$ cat src/rtl/oqpsk_shaper_if.sv
// rtl/oqpsk_shaper_if.sv - signal bundle between bit source, sample consumer and oqpsk_shaper_param
`timescale 1ns/1ps
interface oqpsk_shaper_param_if #(
    parameter int DW = 13,
    parameter int AW = 6
);
    logic                 EN;
    logic                 MODE;
    logic                 Bit_In;
    logic                 BIT_VALID;
    logic                 BIT_READY;
    logic                 REQ_SAMPLE;
    logic                 SAMPLE_VALID;
    logic signed [DW-1:0] I;
    logic signed [DW-1:0] Q;
    logic [AW-1:0]        addI;
    logic [AW-1:0]        addQ;
    logic                 COEF_WE;
    logic [AW-1:0]        COEF_ADDR;
    logic signed [DW-1:0] COEF_DATA;
    logic                 UNDERRUN;

    modport master (
        output EN, MODE, Bit_In, BIT_VALID, REQ_SAMPLE, COEF_WE, COEF_ADDR, COEF_DATA,
        input  BIT_READY, SAMPLE_VALID, I, Q, addI, addQ, UNDERRUN
    );

    modport slave (
        input  EN, MODE, Bit_In, BIT_VALID, REQ_SAMPLE, COEF_WE, COEF_ADDR, COEF_DATA,
        output BIT_READY, SAMPLE_VALID, I, Q, addI, addQ, UNDERRUN
    );
endinterface

$ cat src/rtl/oqpsk_shaper_param.sv
// rtl/oqpsk_shaper_param.sv - OQPSK/QPSK baseband shaper with a runtime coefficient table
`timescale 1ns/1ps
module oqpsk_shaper_param #(
    parameter int DW  = 13,
    parameter int SPB = 32,
    parameter int AW  = $clog2(2 * SPB)
) (
    input  logic                CLK,
    input  logic                RST_N,
    oqpsk_shaper_param_if.slave bus
);
    localparam int SYM_LEN = 2 * SPB;
    localparam logic signed [DW-1:0] MIN_V = {1'b1, {(DW-1){1'b0}}};
    localparam logic signed [DW-1:0] MAX_V = {1'b0, {(DW-1){1'b1}}};
    localparam logic [AW-1:0] Q_OFFSET = AW'(SPB);

    typedef enum logic [1:0] {SGN_ZERO, SGN_POS, SGN_NEG} sign_t;

    logic signed [DW-1:0] coef [SYM_LEN];
    logic [AW-1:0]        cnt;
    logic                 mode_q;
    logic [1:0]           fifo_cnt;
    logic                 fifo_d0;
    logic                 fifo_d1;
    sign_t                i_sign;
    sign_t                q_sign;
    logic signed [DW-1:0] i_q;
    logic signed [DW-1:0] q_q;
    logic [AW-1:0]        add_i_q;
    logic [AW-1:0]        add_q_q;
    logic                 valid_q;
    logic                 underrun_q;

    logic                 ready;
    logic                 step;
    logic                 push;
    logic                 i_bnd;
    logic                 q_bnd;
    logic                 urun_set;
    logic [1:0]           n_pop;
    logic [1:0]           rem_cnt;
    logic                 rem_d0;
    logic [1:0]           fifo_cnt_nxt;
    logic                 fifo_d0_nxt;
    logic                 fifo_d1_nxt;
    sign_t                i_sign_nxt;
    sign_t                q_sign_nxt;
    logic [AW-1:0]        add_i;
    logic [AW-1:0]        add_q;
    logic signed [DW-1:0] i_val;
    logic signed [DW-1:0] q_val;

    function automatic logic signed [DW-1:0] shape(input sign_t s, input logic signed [DW-1:0] c);
        case (s)
            SGN_POS: shape = c;
            SGN_NEG: shape = (c == MIN_V) ? MAX_V : -c;
            default: shape = '0;
        endcase
    endfunction

    assign ready = bus.EN & (fifo_cnt != 2'd2);
    assign step  = bus.EN & bus.REQ_SAMPLE;
    assign push  = bus.BIT_VALID & ready;
    assign i_bnd = step & (cnt == '0);
    assign q_bnd = step & (mode_q ? (cnt == '0) : (cnt == Q_OFFSET));

    // Pops see only the FIFO contents before this edge; I is served before Q.
    always_comb begin
        n_pop      = 2'd0;
        urun_set   = 1'b0;
        i_sign_nxt = i_sign;
        q_sign_nxt = q_sign;
        if (i_bnd) begin
            if (fifo_cnt != 2'd0) begin
                i_sign_nxt = fifo_d0 ? SGN_NEG : SGN_POS;
                n_pop      = 2'd1;
            end else begin
                i_sign_nxt = SGN_ZERO;
                urun_set   = 1'b1;
            end
        end
        if (q_bnd) begin
            if (fifo_cnt > n_pop) begin
                q_sign_nxt = ((n_pop == 2'd0) ? fifo_d0 : fifo_d1) ? SGN_NEG : SGN_POS;
                n_pop      = n_pop + 2'd1;
            end else begin
                q_sign_nxt = SGN_ZERO;
                urun_set   = 1'b1;
            end
        end
    end

    always_comb begin
        rem_cnt      = fifo_cnt - n_pop;
        rem_d0       = (n_pop == 2'd0) ? fifo_d0 : fifo_d1;
        fifo_cnt_nxt = rem_cnt + {1'b0, push};
        fifo_d0_nxt  = (push && rem_cnt == 2'd0) ? bus.Bit_In : rem_d0;
        fifo_d1_nxt  = (push && rem_cnt == 2'd1) ? bus.Bit_In : fifo_d1;
    end

    always_comb begin
        add_i = cnt;
        add_q = mode_q ? cnt : cnt - Q_OFFSET;
        i_val = shape(i_sign_nxt, coef[add_i]);
        q_val = shape(q_sign_nxt, coef[add_q]);
    end

    always_ff @(posedge CLK or negedge RST_N) begin
        if (!RST_N) begin
            for (int k = 0; k < SYM_LEN; k++) coef[k] <= '0;
        end else if (bus.COEF_WE) begin
            coef[bus.COEF_ADDR] <= bus.COEF_DATA;
        end
    end

    always_ff @(posedge CLK or negedge RST_N) begin
        if (!RST_N) begin
            cnt        <= '0;
            mode_q     <= 1'b0;
            fifo_cnt   <= 2'd0;
            fifo_d0    <= 1'b0;
            fifo_d1    <= 1'b0;
            i_sign     <= SGN_ZERO;
            q_sign     <= SGN_ZERO;
            i_q        <= '0;
            q_q        <= '0;
            add_i_q    <= '0;
            add_q_q    <= '0;
            valid_q    <= 1'b0;
            underrun_q <= 1'b0;
        end else if (!bus.EN) begin
            cnt        <= '0;
            mode_q     <= bus.MODE;
            fifo_cnt   <= 2'd0;
            fifo_d0    <= 1'b0;
            fifo_d1    <= 1'b0;
            i_sign     <= SGN_ZERO;
            q_sign     <= SGN_ZERO;
            valid_q    <= 1'b0;
            underrun_q <= 1'b0;
        end else begin
            fifo_cnt <= fifo_cnt_nxt;
            fifo_d0  <= fifo_d0_nxt;
            fifo_d1  <= fifo_d1_nxt;
            i_sign   <= i_sign_nxt;
            q_sign   <= q_sign_nxt;
            valid_q  <= step;
            if (urun_set) underrun_q <= 1'b1;
            if (step) begin
                cnt     <= cnt + 1'b1;
                i_q     <= i_val;
                q_q     <= q_val;
                add_i_q <= add_i;
                add_q_q <= add_q;
            end
        end
    end

    assign bus.BIT_READY    = ready;
    assign bus.SAMPLE_VALID = valid_q;
    assign bus.I            = i_q;
    assign bus.Q            = q_q;
    assign bus.addI         = add_i_q;
    assign bus.addQ         = add_q_q;
    assign bus.UNDERRUN     = underrun_q;
endmodule
$ cat src/flat_wrapper.sv
// flat-port wrapper written by rule: the top's interface ports become plain ports
module oqpsk_shaper_param_flat 
#(
    parameter int DW  = 13,
    parameter int SPB = 32,
    parameter int AW  = $clog2(2 * SPB)
)
  (CLK, RST_N, bus_EN, bus_MODE, bus_Bit_In, bus_BIT_VALID, bus_REQ_SAMPLE, bus_COEF_WE, bus_COEF_ADDR, bus_COEF_DATA, bus_BIT_READY, bus_SAMPLE_VALID, bus_I, bus_Q, bus_addI, bus_addQ, bus_UNDERRUN);
  oqpsk_shaper_param_if #(.DW(DW), .AW(AW)) bus_i ();
  input  logic CLK;
  input  logic RST_N;
  input wire logic [$bits(bus_i.EN)-1:0] bus_EN;
  input wire logic [$bits(bus_i.MODE)-1:0] bus_MODE;
  input wire logic [$bits(bus_i.Bit_In)-1:0] bus_Bit_In;
  input wire logic [$bits(bus_i.BIT_VALID)-1:0] bus_BIT_VALID;
  input wire logic [$bits(bus_i.REQ_SAMPLE)-1:0] bus_REQ_SAMPLE;
  input wire logic [$bits(bus_i.COEF_WE)-1:0] bus_COEF_WE;
  input wire logic [$bits(bus_i.COEF_ADDR)-1:0] bus_COEF_ADDR;
  input wire logic [$bits(bus_i.COEF_DATA)-1:0] bus_COEF_DATA;
  output wire logic [$bits(bus_i.BIT_READY)-1:0] bus_BIT_READY;
  output wire logic [$bits(bus_i.SAMPLE_VALID)-1:0] bus_SAMPLE_VALID;
  output wire logic [$bits(bus_i.I)-1:0] bus_I;
  output wire logic [$bits(bus_i.Q)-1:0] bus_Q;
  output wire logic [$bits(bus_i.addI)-1:0] bus_addI;
  output wire logic [$bits(bus_i.addQ)-1:0] bus_addQ;
  output wire logic [$bits(bus_i.UNDERRUN)-1:0] bus_UNDERRUN;
  assign bus_i.EN = bus_EN;
  assign bus_i.MODE = bus_MODE;
  assign bus_i.Bit_In = bus_Bit_In;
  assign bus_i.BIT_VALID = bus_BIT_VALID;
  assign bus_i.REQ_SAMPLE = bus_REQ_SAMPLE;
  assign bus_i.COEF_WE = bus_COEF_WE;
  assign bus_i.COEF_ADDR = bus_COEF_ADDR;
  assign bus_i.COEF_DATA = bus_COEF_DATA;
  assign bus_BIT_READY = bus_i.BIT_READY;
  assign bus_SAMPLE_VALID = bus_i.SAMPLE_VALID;
  assign bus_I = bus_i.I;
  assign bus_Q = bus_i.Q;
  assign bus_addI = bus_i.addI;
  assign bus_addQ = bus_i.addQ;
  assign bus_UNDERRUN = bus_i.UNDERRUN;
  oqpsk_shaper_param #(.DW(DW), .SPB(SPB), .AW(AW)) u_core (.CLK(CLK), .RST_N(RST_N), .bus(bus_i));
endmodule
$ cat config.mk
export PLATFORM = sky130hd
export DESIGN_NAME = oqpsk_shaper_param_flat
export DESIGN_NICKNAME = d
export VERILOG_FILES = /design/src/rtl/oqpsk_shaper_if.sv /design/src/rtl/oqpsk_shaper_param.sv /design/src/flat_wrapper.sv
export SDC_FILE = /design/constraint.sdc
export NUM_CORES = 1
export LEC_CHECK = 0
export ABC_CLOCK_PERIOD_IN_PS = 6810
export BUFFER_PORTS_ARGS = -buffer_cell sky130_fd_sc_hd__buf_2
export CORE_ASPECT_RATIO = 1.1
export CORE_UTILIZATION = 39
export CTS_BUF_LIST = sky130_fd_sc_hd__clkbuf_16
export CTS_CLUSTER_DIAMETER = 120
export DETAILED_ROUTE_END_ITERATION = 6
export HOLD_SLACK_MARGIN = 0.06
export REMOVE_ABC_BUFFERS = 1
export SYNTH_ARGS = -nofsm -noshare
export SYNTH_HDL_FRONTEND = slang
export SYNTH_SLANG_ARGS = --single-unit
$ cat constraint.sdc
create_clock -name CLK -period 6.81 [get_ports CLK]
set_input_delay 0.681 -clock CLK [delete_from_list [all_inputs] [get_ports CLK]]
set_output_delay 0.681 -clock CLK [all_outputs]
set_load 0.05 [all_outputs]
==> results.py <==
metrics = {
    "outcome": {
        "status": "finished clean",
    },
    "logic_synthesis": {
        "synth-adder-area-share_pct": 0.3239,
        "yosys.area.top_type": "dfrtp_1",
        "synth_flop_cell": "dfrtp_1",
        "avgSynthCellArea_um2": 13.63,
        "synthSimpleGateAreaFrac_pct": 4.886,
        "synth-seq-cells": 882,
        "yosysSeqAreaShare_pct": 52.90,
        "yosysWarnings": 0,
        "yosysUniqueCellTypes": 71,
        "synth_compound_area_share_pct": 4.139,
        "synth_top_area_share_pct": 52.90,
        "synthArstFlopShare_pct": 100.0,
        "synth_area_um2": 41720,
        "synth-edff-count": 0,
        "synth_top_family_by_area": "multiplexers",
        "synth_area_leaders": "dfrtp_1, mux2_2, mux2i_1",
        "syn-instance-count": 3061,
        "muxShareOfSynthArea_pct": 33.88,
        "yosys.area_share.xor_xnor_pct": 0.5039,
    },
    "timing": {
        "holdWs_ps": 94.51,
        "fin_skew_ps": 26.86,
        "fin_crit_sh_pct": 76.30,
        "worstMarginPinSlew_ps": 1242,
        "relSlewSlack_pct": 17.10,
        "setup_ws_ps": 1614,
        "fmax_mhz": 192.5,
        "setup_viol": 0,
        "slew_violations": 0,
        "hold_violations": 0,
        "period_needed_ps": 5196,
        "rsz0062_at_grt": "false",
    },
    "detailed_routing": {
        "wl_met1_um": 52620,
        "drtIter0Drc": 2163,
        "viasPerCell": 5.699,
        "vias": 25620,
        "drtAntennaViolNets": 0,
        "dr.pass1.iters": 7,
        "wl_per_cell_um": 26.49,
        "top_layer": "met5",
        "drc": 0,
        "wl_met3_um": 6176,
        "wirelength_um": 119100,
        "met2_length_um": 57470,
    },
    "grt": {
        "grt_usage_pct": 22.13,
        "grt_pass1_wl_um": 179400,
        "grt_max_degree": 153,
        "grt_pass1_vias": 26230,
        "overflow": 0,
        "grt_antenna_before_repair": 10,
    },
    "cts": {
        "cts_buffers": 98,
        "cts_resized": 0,
        "htreeDepth": 3,
        "clk_pin_slew_ps": 60,
        "cts_hold_buf": 0,
        "clockRootBuffer": "clkbuf_16",
        "cts_tree": "yes",
        "clock_latency_ps": 690,
        "post_cts_buffers": 0,
        "cts.path.max_buffers": 3,
        "numClockSinks": 882,
    },
    "floorplan": {
        "die_y_um": 345.0,
        "core-area_um2": 105900,
        "die_area_um2": 108300,
        "rows": 125,
        "initial_core_util_pct": 39.40,
        "die_x_um": 313.8,
        "io_pins": 68,
    },
    "critical_path": {
        "cp_max_fo": 46,
        "max_stage_delay_ps": 1000,
        "crit_arrival_ps": 5810,
        "cp_common_cell": "buf_4",
        "critPathKind": "flop to flop",
        "start_kind": "flop",
        "worstPathRequired_ps": 7430,
        "cp_slowest_cell": "dfrtp_4",
        "endpoint_kind": "flop",
        "crit_chain": "buf_4 -> buf_4 -> mux4_2 -> mux2_2 -> o22ai_1 -> or3_1 -> nor3b_1 -> o21ai_0 -> nor3_2 -> nand4_1 -> a2111oi_0 -> a21o_1",
    },
    "pwr": {
        "switching_power_mw": 3.552,
        "pwr-share-comb_pct": 15.0,
        "swShare_pct": 26.70,
        "power_density_nw_per_um2": 288.1,
        "clockPowerShare_pct": 37.9,
        "ir_worst_vdd_v": 0.0001886,
        "intPower_mw": 9.751,
        "p_leak_nw": 20.81,
        "power_mw": 13.30,
        "pwr-share-seq_pct": 47.1,
    },
    "final_layout": {
        "area_growth_pct": 10.67,
        "fill_cells": 9627,
        "fin_util_pct": 43.60,
        "fin_nets": 3052,
        "drive_above_1_share_pct": 39.47,
    },
    "place": {
        "place_ws_ps": 1587,
        "port_buffers": 67,
        "place_congestion": 0.8343,
        "hpwl_um": 74250,
    },
    "worst_hold_path": {
        "hp-class": "input pin to async pin",
    },
    "flow_run": {
        "cap_viol_max_count": 0,
    },
}
[metal layers]
metal	global-route usage (%)	vias to the layer above
met3	3.435	164
met1	30.28	13710
met5	0	-
li1	-	11110
met2	36.35	634
met4	6.023	6
[worst max-delay path, delay by kind of cell, from the launching register on]
kind / cells / cell delay (ps)
compound gates: 4 / 1090
simple gates: 4 / 1120
mux: 2 / 820
buf+inv: 2 / 1090
flops: 1 / 1000
[cells by family (layout without fill, tap and decap cells)]
group | Yosys count | count (layout)
other | 0 | 7
AND/OR/NAND/NOR | 402 | 402
buffers and inverters | 293 | 323
adder cells (fa/ha/maj) | 11 | 11
flip-flops | 882 | 882
AO/OA/AOI/OAI | 243 | 243
multiplexers | 1206 | 1206
XOR/XNOR | 24 | 24
[state kept, by name, summed over array words and instances, names as in the netlist, 2 cells and up]
| name | flops |
|---|---|
| u_core.add_i | 6 |
| u_core.q_sign | 2 |
| u_core.fifo_cnt | 2 |
| u_core.bus.Q | 13 |
| u_core.bus.addQ | 6 |
| u_core.bus.I | 13 |
| u_core.i_sign | 2 |
| u_core.coef | 832 |
[through the flow]
| stage | setup TNS, ps | cell area [um2] | instances |
|---|---|---|---|
| after floorplan | -212230 | 40380 | 2785 |
| after global placement | 0 | 43140 | 4312 |
| after detailed placement | 0 | 43140 | 4312 |
| after CTS | 0 | 46150 | 4488 |
| after global routing | 0 | 46150 | 4489 |
| final | 0 | 46170 | 4495 |
[layout make-up]
type | count | area, um2 | share of cell area (%)
Sequential cell | 882 | 22080 | 47.82
Multi-Input combinational cell | 1886 | 18330 | 39.70
Clock buffer | 100 | 2502 | 5.420
Tap cell | 1397 | 1748 | 3.786
Timing Repair Buffer | 130 | 920.9 | 1.995
Clock inverter | 76 | 505.5 | 1.095
Inverter | 17 | 63.81 | 0.1382
Antenna cell | 7 | 17.52 | 0.03794
[Yosys cell counts, drive strengths merged (19+ instances only)]
master	instances
buf	122
a22oi	122
nand2b	19
nand2	107
nand3	78
mux4	80
a21oi	28
clkbuf	154
mux2	842
nor2	76
o21ai	23
dfrtp	882
mux2i	284
nor3	22
[placed cells by master (no fill, tap or decap), types with 7 or more instances in the layout]
cell / instances
a22o_1: 7
nor4_1: 7
xnor2_1: 17
nand2b_1: 19
a22oi_1: 122
clkinv_2: 9
buf_2: 65
buf_12: 8
nand2_1: 106
and2_1: 14
nand4_1: 16
nor2b_1: 14
or3_1: 7
nor2_2: 14
mux2i_1: 282
inv_1: 41
buf_4: 56
mux4_2: 80
o21ai_0: 21
nor2_1: 60
and3_1: 12
clkinv_1: 31
nand3_1: 78
clkbuf_16: 100
o22ai_1: 16
mux2_2: 842
dfrtp_1: 879
ha_1: 10
nor3_1: 16
a21oi_1: 27
diode_2: 7
[path summary, 6_finish.rpt]
check / startpoint / to / slack, ps / cells after the start
setup / recovery: u_core.add_i[0]$_DFFE_PN0P_ / u_core.bus.Q[0]$_DFFE_PN0P_ / 1610 / 12
hold / removal: RST_N / u_core.coef[240]$_DFFE_PN0P_ / 90 / 1
setup reg to reg: u_core.add_i[0]$_DFFE_PN0P_ / u_core.bus.Q[0]$_DFFE_PN0P_ / 1610 / 12
hold reg to reg: u_core.bus.I[4]$_DFFE_PN0P_ / u_core.bus.I[4]$_DFFE_PN0P_ / 480 / 2
max in group asynchronous: RST_N / u_core.coef[579]$_DFFE_PN0P_ / 5220 / 2
min in group CLK: bus_MODE / u_core.mode_q$_DFFE_PN0N_ / 230 / 2
[power groups by stage]
stage / clock [mW] / sequential, mW / combinational [mW]
floorplan: 0 / 6.33 / 1.45
global placement: 0 / 6.34 / 1.98
detailed placement: 0 / 6.35 / 2.01
CTS: 5.14 / 6.26 / 2.02
global route: 5.35 / 6.35 / 2.16
finish: 5.04 / 6.27 / 2.00
No activity file was read; power rests on OpenSTA's default activity.
